===== config.mk =====
export PLATFORM = sky130hd
export DESIGN_NAME = qam_symbol_scheduler
export DESIGN_NICKNAME = d
export VERILOG_FILES = /design/src/rtl/qam_pkg.sv /design/src/rtl/qam_baud_timer.sv /design/src/rtl/qam_symbol_scheduler.sv
export SDC_FILE = /design/constraint.sdc
export NUM_CORES = 1
export LEC_CHECK = 0
export ABC_AREA = 1
export CORE_MARGIN = 1
export CORE_UTILIZATION = 52
export DETAILED_ROUTE_END_ITERATION = 12
export PLACE_DENSITY = 0.8
export SETUP_SLACK_MARGIN = 0.3
export SLEW_MARGIN = 20
export SYNTH_ARGS = -nofsm -noshare
export SYNTH_HDL_FRONTEND = slang
export SYNTH_SLANG_ARGS = --single-unit
export TNS_END_PERCENT = 10

===== constraint.sdc =====
create_clock -name clock -period 1.9 [get_ports clock]
set_input_delay 0.475 -clock clock [delete_from_list [all_inputs] [get_ports clock]]
set_output_delay 0.475 -clock clock [all_outputs]
set_load 0.005 [all_outputs]

===== src/rtl/qam_pkg.sv =====
// Shared types and default constants for the QAM symbol scheduler slice.
package qam_pkg;

    localparam int DEF_BITS_PER_SYM = 4;
    localparam int DEF_CLK_DIV      = 512;

    typedef enum logic [1:0] {
        IDLE = 2'd0,
        REQ  = 2'd1,
        WAIT = 2'd2,
        HOLD = 2'd3
    } state_e;

    typedef logic [DEF_BITS_PER_SYM-1:0] sym_t;

endpackage


===== src/rtl/qam_baud_timer.sv =====
// Symbol-period timer: free-running modulo-CLK_DIV counter with a registered
// one-cycle tick at the end of each period.
module qam_baud_timer #(
    parameter int CLK_DIV = 512
) (
    input  logic clock,
    input  logic reset,
    input  logic clear,
    input  logic enable,
    output logic tick
);

    localparam int CW = (CLK_DIV > 1) ? $clog2(CLK_DIV) : 1;
    localparam logic [CW-1:0] LAST = CW'(CLK_DIV - 1);

    logic [CW-1:0] count_q, count_d;
    logic          tick_q, tick_d;

    // The tick is registered, so the first period boundary after a start
    // lands CLK_DIV+1 edges later while later ones stay CLK_DIV apart.
    always_comb begin
        count_d = count_q;
        tick_d  = 1'b0;
        if (clear) begin
            count_d = '0;
        end else if (enable) begin
            tick_d  = (count_q == LAST);
            count_d = (count_q == LAST) ? '0 : count_q + 1'b1;
        end
    end

    always_ff @(posedge clock) begin
        if (reset) begin
            count_q <= '0;
            tick_q  <= 1'b0;
        end else begin
            count_q <= count_d;
            tick_q  <= tick_d;
        end
    end

    assign tick = tick_q;

endmodule


===== src/rtl/qam_symbol_scheduler.sv =====
// Paces the serial bit source, packs bits into symbols and releases one
// symbol per period to the I/Q mapper with underrun detection and counting.
module qam_symbol_scheduler
    import qam_pkg::*;
#(
    parameter int CLK_DIV      = DEF_CLK_DIV,
    parameter int BITS_PER_SYM = DEF_BITS_PER_SYM,
    parameter int CNT_W        = 16
) (
    input  logic                    clock,
    input  logic                    reset,
    input  logic                    start,
    input  logic                    stop,
    output logic                    bit_req,
    input  logic                    bit_in,
    input  logic                    bit_valid,
    output logic [BITS_PER_SYM-1:0] sym_out,
    output logic                    sym_strobe,
    output logic                    busy,
    output logic                    underrun,
    output logic [CNT_W-1:0]        sym_count,
    output state_e                  dbg_state
);

    localparam int IW = $clog2(BITS_PER_SYM + 1);
    localparam logic [IW-1:0] FULL = IW'(BITS_PER_SYM);

    state_e                  state_q, state_d;
    logic [BITS_PER_SYM-1:0] stage_q, stage_d;
    logic [BITS_PER_SYM-1:0] sym_q, sym_d;
    logic [IW-1:0]           idx_q, idx_d;
    logic [IW-1:0]           idx_inc;
    logic                    strobe_q, strobe_d;
    logic                    under_q, under_d;
    logic [CNT_W-1:0]        count_q, count_d;
    logic                    tick;
    logic                    busy_w;

    assign busy_w  = (state_q != IDLE);
    assign idx_inc = idx_q + 1'b1;

    qam_baud_timer #(
        .CLK_DIV (CLK_DIV)
    ) u_timer (
        .clock  (clock),
        .reset  (reset),
        .clear  (!busy_w),
        .enable (busy_w),
        .tick   (tick)
    );

    always_comb begin
        state_d  = state_q;
        stage_d  = stage_q;
        sym_d    = sym_q;
        idx_d    = idx_q;
        strobe_d = 1'b0;
        under_d  = under_q;
        count_d  = count_q;

        if (stop && busy_w) begin
            // Abort: partial symbol is dropped, delivered outputs hold.
            state_d = IDLE;
            idx_d   = '0;
        end else begin
            case (state_q)
                IDLE: begin
                    idx_d = '0;
                    if (start && !stop) begin
                        state_d = REQ;
                        under_d = 1'b0;
                    end
                end
                REQ: begin
                    state_d = WAIT;
                end
                WAIT: begin
                    if (bit_valid) begin
                        stage_d = {stage_q[BITS_PER_SYM-2:0], bit_in};
                        idx_d   = idx_inc;
                        state_d = (idx_inc == FULL) ? HOLD : REQ;
                    end
                end
                HOLD: begin
                    if (tick) begin
                        sym_d    = stage_q;
                        strobe_d = 1'b1;
                        count_d  = count_q + 1'b1;
                        idx_d    = '0;
                        state_d  = REQ;
                    end
                end
                default: state_d = IDLE;
            endcase

            // Period ended mid-fill: repeat the old symbol, keep filling.
            if (tick && (state_q == REQ || state_q == WAIT)) begin
                under_d  = 1'b1;
                strobe_d = 1'b1;
            end
        end
    end

    always_ff @(posedge clock) begin
        if (reset) begin
            state_q  <= IDLE;
            stage_q  <= '0;
            sym_q    <= '0;
            idx_q    <= '0;
            strobe_q <= 1'b0;
            under_q  <= 1'b0;
            count_q  <= '0;
        end else begin
            state_q  <= state_d;
            stage_q  <= stage_d;
            sym_q    <= sym_d;
            idx_q    <= idx_d;
            strobe_q <= strobe_d;
            under_q  <= under_d;
            count_q  <= count_d;
        end
    end

    assign bit_req    = (state_q == REQ);
    assign busy       = busy_w;
    assign sym_out    = sym_q;
    assign sym_strobe = strobe_q;
    assign underrun   = under_q;
    assign sym_count  = count_q;
    assign dbg_state  = state_q;

endmodule


# Word-level counts from Yosys, hierarchy flattened
# Index checks and enable logic that the tools add are counted.
# Widths: inputs -> output; s select.
dict set report word_totals {
  register_bits 41
  in_bits 6
}
dict set report classes {
  mux 14
  n_eq_ne 8
  n_addsub 3
  n_bitwise 2
  reduce_logical 18
}
# cell count
set ops {}
lappend ops {{$add 16x1->16 const B} 1}
lappend ops {{$reduce_and 3->1} 5}
lappend ops {{$add 9x1->9 const B} 1}
lappend ops {{$eq 9x9->1 const B} 1}
lappend ops {{$pmux 3 s3} 1}
lappend ops {{$mux 2} 4}
lappend ops {{$pmux 2 s4} 1}
lappend ops {{$mux 1} 6}
lappend ops {{$mux 3} 2}
lappend ops {{$reduce_bool 2->1} 3}
lappend ops {{$eq 2x2->1 const B} 2}
lappend ops {{$ne 2x2->1 const B} 2}
lappend ops {{$reduce_or 2->1} 2}
lappend ops {{$add 3x1->3 const B} 1}
lappend ops {{$eq 3x3->1 const B} 1}
lappend ops {{$logic_and 1x1->1} 3}
lappend ops {{$reduce_bool 3->1} 1}
lappend ops {{$reduce_or 3->1} 1}
lappend ops {{$eq 2x1->1 const B} 1}
lappend ops {{$logic_not 2->1} 1}
lappend ops {{$ne 2x1->1 const B} 1}
lappend ops {{$not 1->1} 2}
lappend ops {{$logic_not 1->1} 1}
lappend ops {{$logic_or 1x1->1} 1}

# Depth between registers and ports, before layout
dict set report logic_depth {
  ltp_word 5
  ltp_mapped 10
}

# Modules after synthesis
# Synthesis repeated with hierarchy kept, for this count alone.
dict set report hier_totals {
  hier_cells 297
  area_unflattened_um2 2085.8
}
# module area_per_inst_um2 instances seq_area_each_um2 cells_each
set modules_own_cells {}
lappend modules_own_cells {qam_symbol_scheduler 1566.5 1 620.6 224}
lappend modules_own_cells {qam_baud_timer 519.2 1 200.2 73}

# Least setup slack after synthesis
# OpenSTA, ideal clock, no wires.
dict set report synth_path {
  path_type {reg2reg}
  from {register u_timer.count_q[0]}
  to {register u_timer.count_q[2]}
  setup_time_ps 78
  t_required_ps 1822
  period_less_slack_ps 1533
  setup_slack_ps 367
  path_stages_with_launch 11
  n_path_buf 0
  t_arrival_ps 1455
  path_cell_list {dfxtp_1 > ha_1 > nand2_1 > nor3_1 > and2_1 > inv_1 > nor2_1 > ha_1 > nor3_1 > inv_1 > nor3_1}
}
dict set report synth_between {
  elab_chain_cells 2
  elab_cells_between_ends 3
}
# element line_no
set synth_rtl {}
lappend synth_rtl {{start, declared} qam_baud_timer.sv:16} ;# logic [CW-1:0] count_q, count_d;
lappend synth_rtl {{start signal, assigned} qam_baud_timer.sv:37} ;# count_q <= count_d;
lappend synth_rtl {{branches (longest 2 deep; another with $add 9x1->9)} --}
# Parallel ways; which one is timed is not known.
# A chain may end at the register's enable or synchronous reset.

# Worst setup path after layout
dict set report layout_path {
  from {register count_q[1] (netlist: sym_count[1])}
  to {output port sym_count[1]}
}
# element line_no
set layout_rtl {}
lappend layout_rtl {{start, declared} qam_symbol_scheduler.sv:35} ;# logic [CNT_W-1:0] count_q, count_d;
lappend layout_rtl {{start signal, assigned} qam_symbol_scheduler.sv:120} ;# count_q <= count_d;
lappend layout_rtl {{end, declared} qam_symbol_scheduler.sv:21} ;# output logic [CNT_W-1:0] sym_count,
# No word-level cell between the ends.

==> results.cfg <==
[run_status]
status = finished clean

[critical_path]
critical_path_buf_inv_count = 1
reg2reg_from = dbg_state[0]$_SDFFE_PP0P_
cp.arrival_ns = 1.29
cpPeakStageDelay_ns = 0.52
critPathLaunchType = register
path_max_fanout = 4
crit_type = reg2out
reg2reg_to = sym_count[8]$_SDFFE_PP0P_
crit_chain = clkdlybuf4s50_1
reg2regPathDepth = 10
critPathSlowestCell = clkdlybuf4s50_1
r2r_slack_ns = 0.25
critPathTopFamily = buffers and inverters
cp.required_ns = 1.42
worst_setup_path_end_kind = output pin
startpoint = sym_count[1]$_SDFFE_PP0P_

[min_path]
min-delay-start = sym_count[5]$_SDFFE_PP0P_
whs_endpoint = sym_count[5]$_SDFFE_PP0P_
hold_depth = 1
min_path_type = reg2reg

[clock_tree]
cts_num_sinks = 41
cts_buffers = 5
clk_pin_slew_ns = 0.12
cts-htree-levels = 2
insertion_delay_ns = 0.36
cts_buffer_depth = 2
cts_root_buf = clkbuf_4
cts_tree = done

[routing]
via_per_inst = 4.983
drt-initial-drc-count = 73
vias = 1734
met3_length_um = 145
ant_nets = 0
maxUsedRoutingLayer = met4
wl_per_cell_um = 11.39
dr.pass1.iters = 4
routed_wl_mm = 3.965
met2_wirelength_mm = 1.969
drc = 0
wl_met1_mm = 1.773

[global_routing]
track_usage_pct = 22.30
grt_max_degree = 21
grt_pass1_vias = 1669
antenna_found_initial = 0
grt_pass1_wl_mm = 6.927
grt_overflow = 0

[placed_design]
io_buffers = 31
gp_congestion = 0.8462
dpl.hpwl_mm = 2.815
placed_cell_area_um2 = 2282
dp_slack_ns = 0.03519

[sta]
slew_violations = 0
setup_viol = 0
rsz0062_at_grt = yes
timing.fmax_ghz = 0.5656
finClkSkew_ns = 0.004734
hold_ws_ns = 0.4699
tns_ns = 0
relSlewSlack_pct = 78.07
hold_violations = 0
fin_crit_ns = 1.768
tightest_slew_ns = 0.3279
setup_ws_ns = 0.1320
finalCritPeriodShare_pct = 93.05

[pwr]
p_total_mw = 2.261
ir_drop_uv = 905.9
power_density_nw_per_um2 = 898.9
leakagePower_nw = 1.061

[synth]
syn-num-nets = 271
synth_cell_type_count = 27
yosysWarnings = 0
postSynthCellCount = 255
syn_avg_cell_area_um2 = 7.409
ys_seq_area_share_pct = 43.44
synth_seq_cells = 41
syn_area_um2 = 1889

[die]
die_h_um = 62.28
die_area_um2 = 3878
start_util_pct = 55.31
die_w_um = 62.28
ios = 32
core_um2 = 3416
num_rows = 21

[finish]
drive_above_1_share_pct = 19.87
diodes = 0
fillerInstances = 277
nNetsFinal = 317
final_cell_area_um2 = 2515
area_growth_pct = 33.11

[run]
max_cap_viol_count = 0
-- layer usage --
layer	vias to the layer above	global-route usage (%)
met5	-	0
li1	900	-
met2	36	37.77
met4	0	11.05
met1	791	26.38
met3	7	5.147
-- report_power, final --
part / internal, mW / switching, mW / total, mW
Combinational: 0.258 / 0.336 / 0.594
Sequential: 0.923 / 0.0432 / 0.966
Clock: 0.407 / 0.293 / 0.700
-- synthesized netlist by cell type --
| library cell | count | area [µm²] |
|---|---|---|
| inv_2 | 1 | 3.750 |
| nand2_1 | 40 | 150.1 |
| inv_1 | 30 | 112.6 |
| nor3_4 | 1 | 16.27 |
| nor2_1 | 56 | 210.2 |
| nand3_1 | 10 | 50.05 |
| ha_1 | 10 | 125.1 |
| o21ai_0 | 20 | 100.1 |
| nor3b_1 | 1 | 7.510 |
| a31oi_1 | 1 | 6.260 |
| o21a_1 | 2 | 15.01 |
| nand3_2 | 2 | 20.02 |
| a21oi_4 | 1 | 16.27 |
| nand4_1 | 3 | 18.77 |
| and2_1 | 1 | 6.260 |
| o31ai_1 | 1 | 7.510 |
| nor3_1 | 4 | 20.02 |
| nor2_4 | 1 | 11.26 |
| buf_2 | 1 | 5.000 |
| nand2_2 | 4 | 25.02 |
| o22ai_1 | 1 | 6.260 |
| nor2_2 | 4 | 25.02 |
| dfxtp_1 | 41 | 820.8 |
| clkbuf_1 | 2 | 7.510 |
| xor2_1 | 4 | 35.03 |
| a21oi_1 | 12 | 60.06 |
| a211oi_1 | 1 | 7.510 |
-- cell type report --
type                    instances  area (µm²)  share of cell area, %
well taps                      46       57.56                  2.289
clock buffers                   5       37.54                  1.493
repair buffers                 42       389.1                  15.47
clock inverters                 3       65.06                  2.587
inverters                      31       116.4                  4.627
flip-flops and latches         41       842.1                  33.48
multi-input cells             180        1007                  40.05
-- per-stage QoR --
step / utilization [%] / std cells
final: 73.63 / 348
after global routing: 73.63 / 348
after CTS: 71.36 / 346
after detailed placement: 66.81 / 334
after global placement: 66.81 / 334
after floorplan: - / 255
-- flip-flops by register name, summed over array words and instances (netlist names) --
signal	flops
u_timer.count_q	9
u_timer.tick	1
dbg_state	2
idx_q	3
stage_q	4
sym_out	4
sym_count	16
sym_strobe	1
underrun	1
-- cells by family (layout without fill, tap and decap cells) --
group	Yosys count	count (layout)	synth area share (%)
fa+ha+maj	10	10	6.623
buf+inv	34	81	6.821
xor+xnor	4	4	1.854
compound gates	39	39	11.59
flops	41	41	43.44
simple gates	127	127	29.67
-- cell usage in the layout, fill, tap and decap left out, types with 10 or more instances in the layout --
cell type	netlist	final
nand2_1	40	39
nor2_1	56	54
o21ai_0	20	20
nand3_1	10	10
buf_4	0	10
dfxtp_1	41	28
inv_1	30	27
a21oi_1	12	12
clkdlybuf4s50_1	0	25
dfxtp_2	0	11
-- how the worst max path moves through the flow --
stage,end,slack [ns],cells past startpoint
2_1_floorplan,u_timer.count_q[2]$_SDFF_PP0_,0.37,10
3_3_place_gp,sym_count[8]$_SDFFE_PP0P_,0.11,7
3_5_place_dp,sym_count[8]$_SDFFE_PP0P_,0.04,7
4_1_cts,sym_count[10],0.10,1
5_1_grt,busy,0.07,4
6_report,sym_count[1],0.13,1
-- what timing repair did --
| action | 4_1_cts | 5_1_grt |
|---|---|---|
| pin swaps | 1 | 8 |
| setup buffers | 4 | 2 |
| hold buffers | 0 | 0 |
| endpoints found under the setup margin | 45 | 46 |
| resized for setup | 21 | 22 |
(Power assumes the default switching activity.)
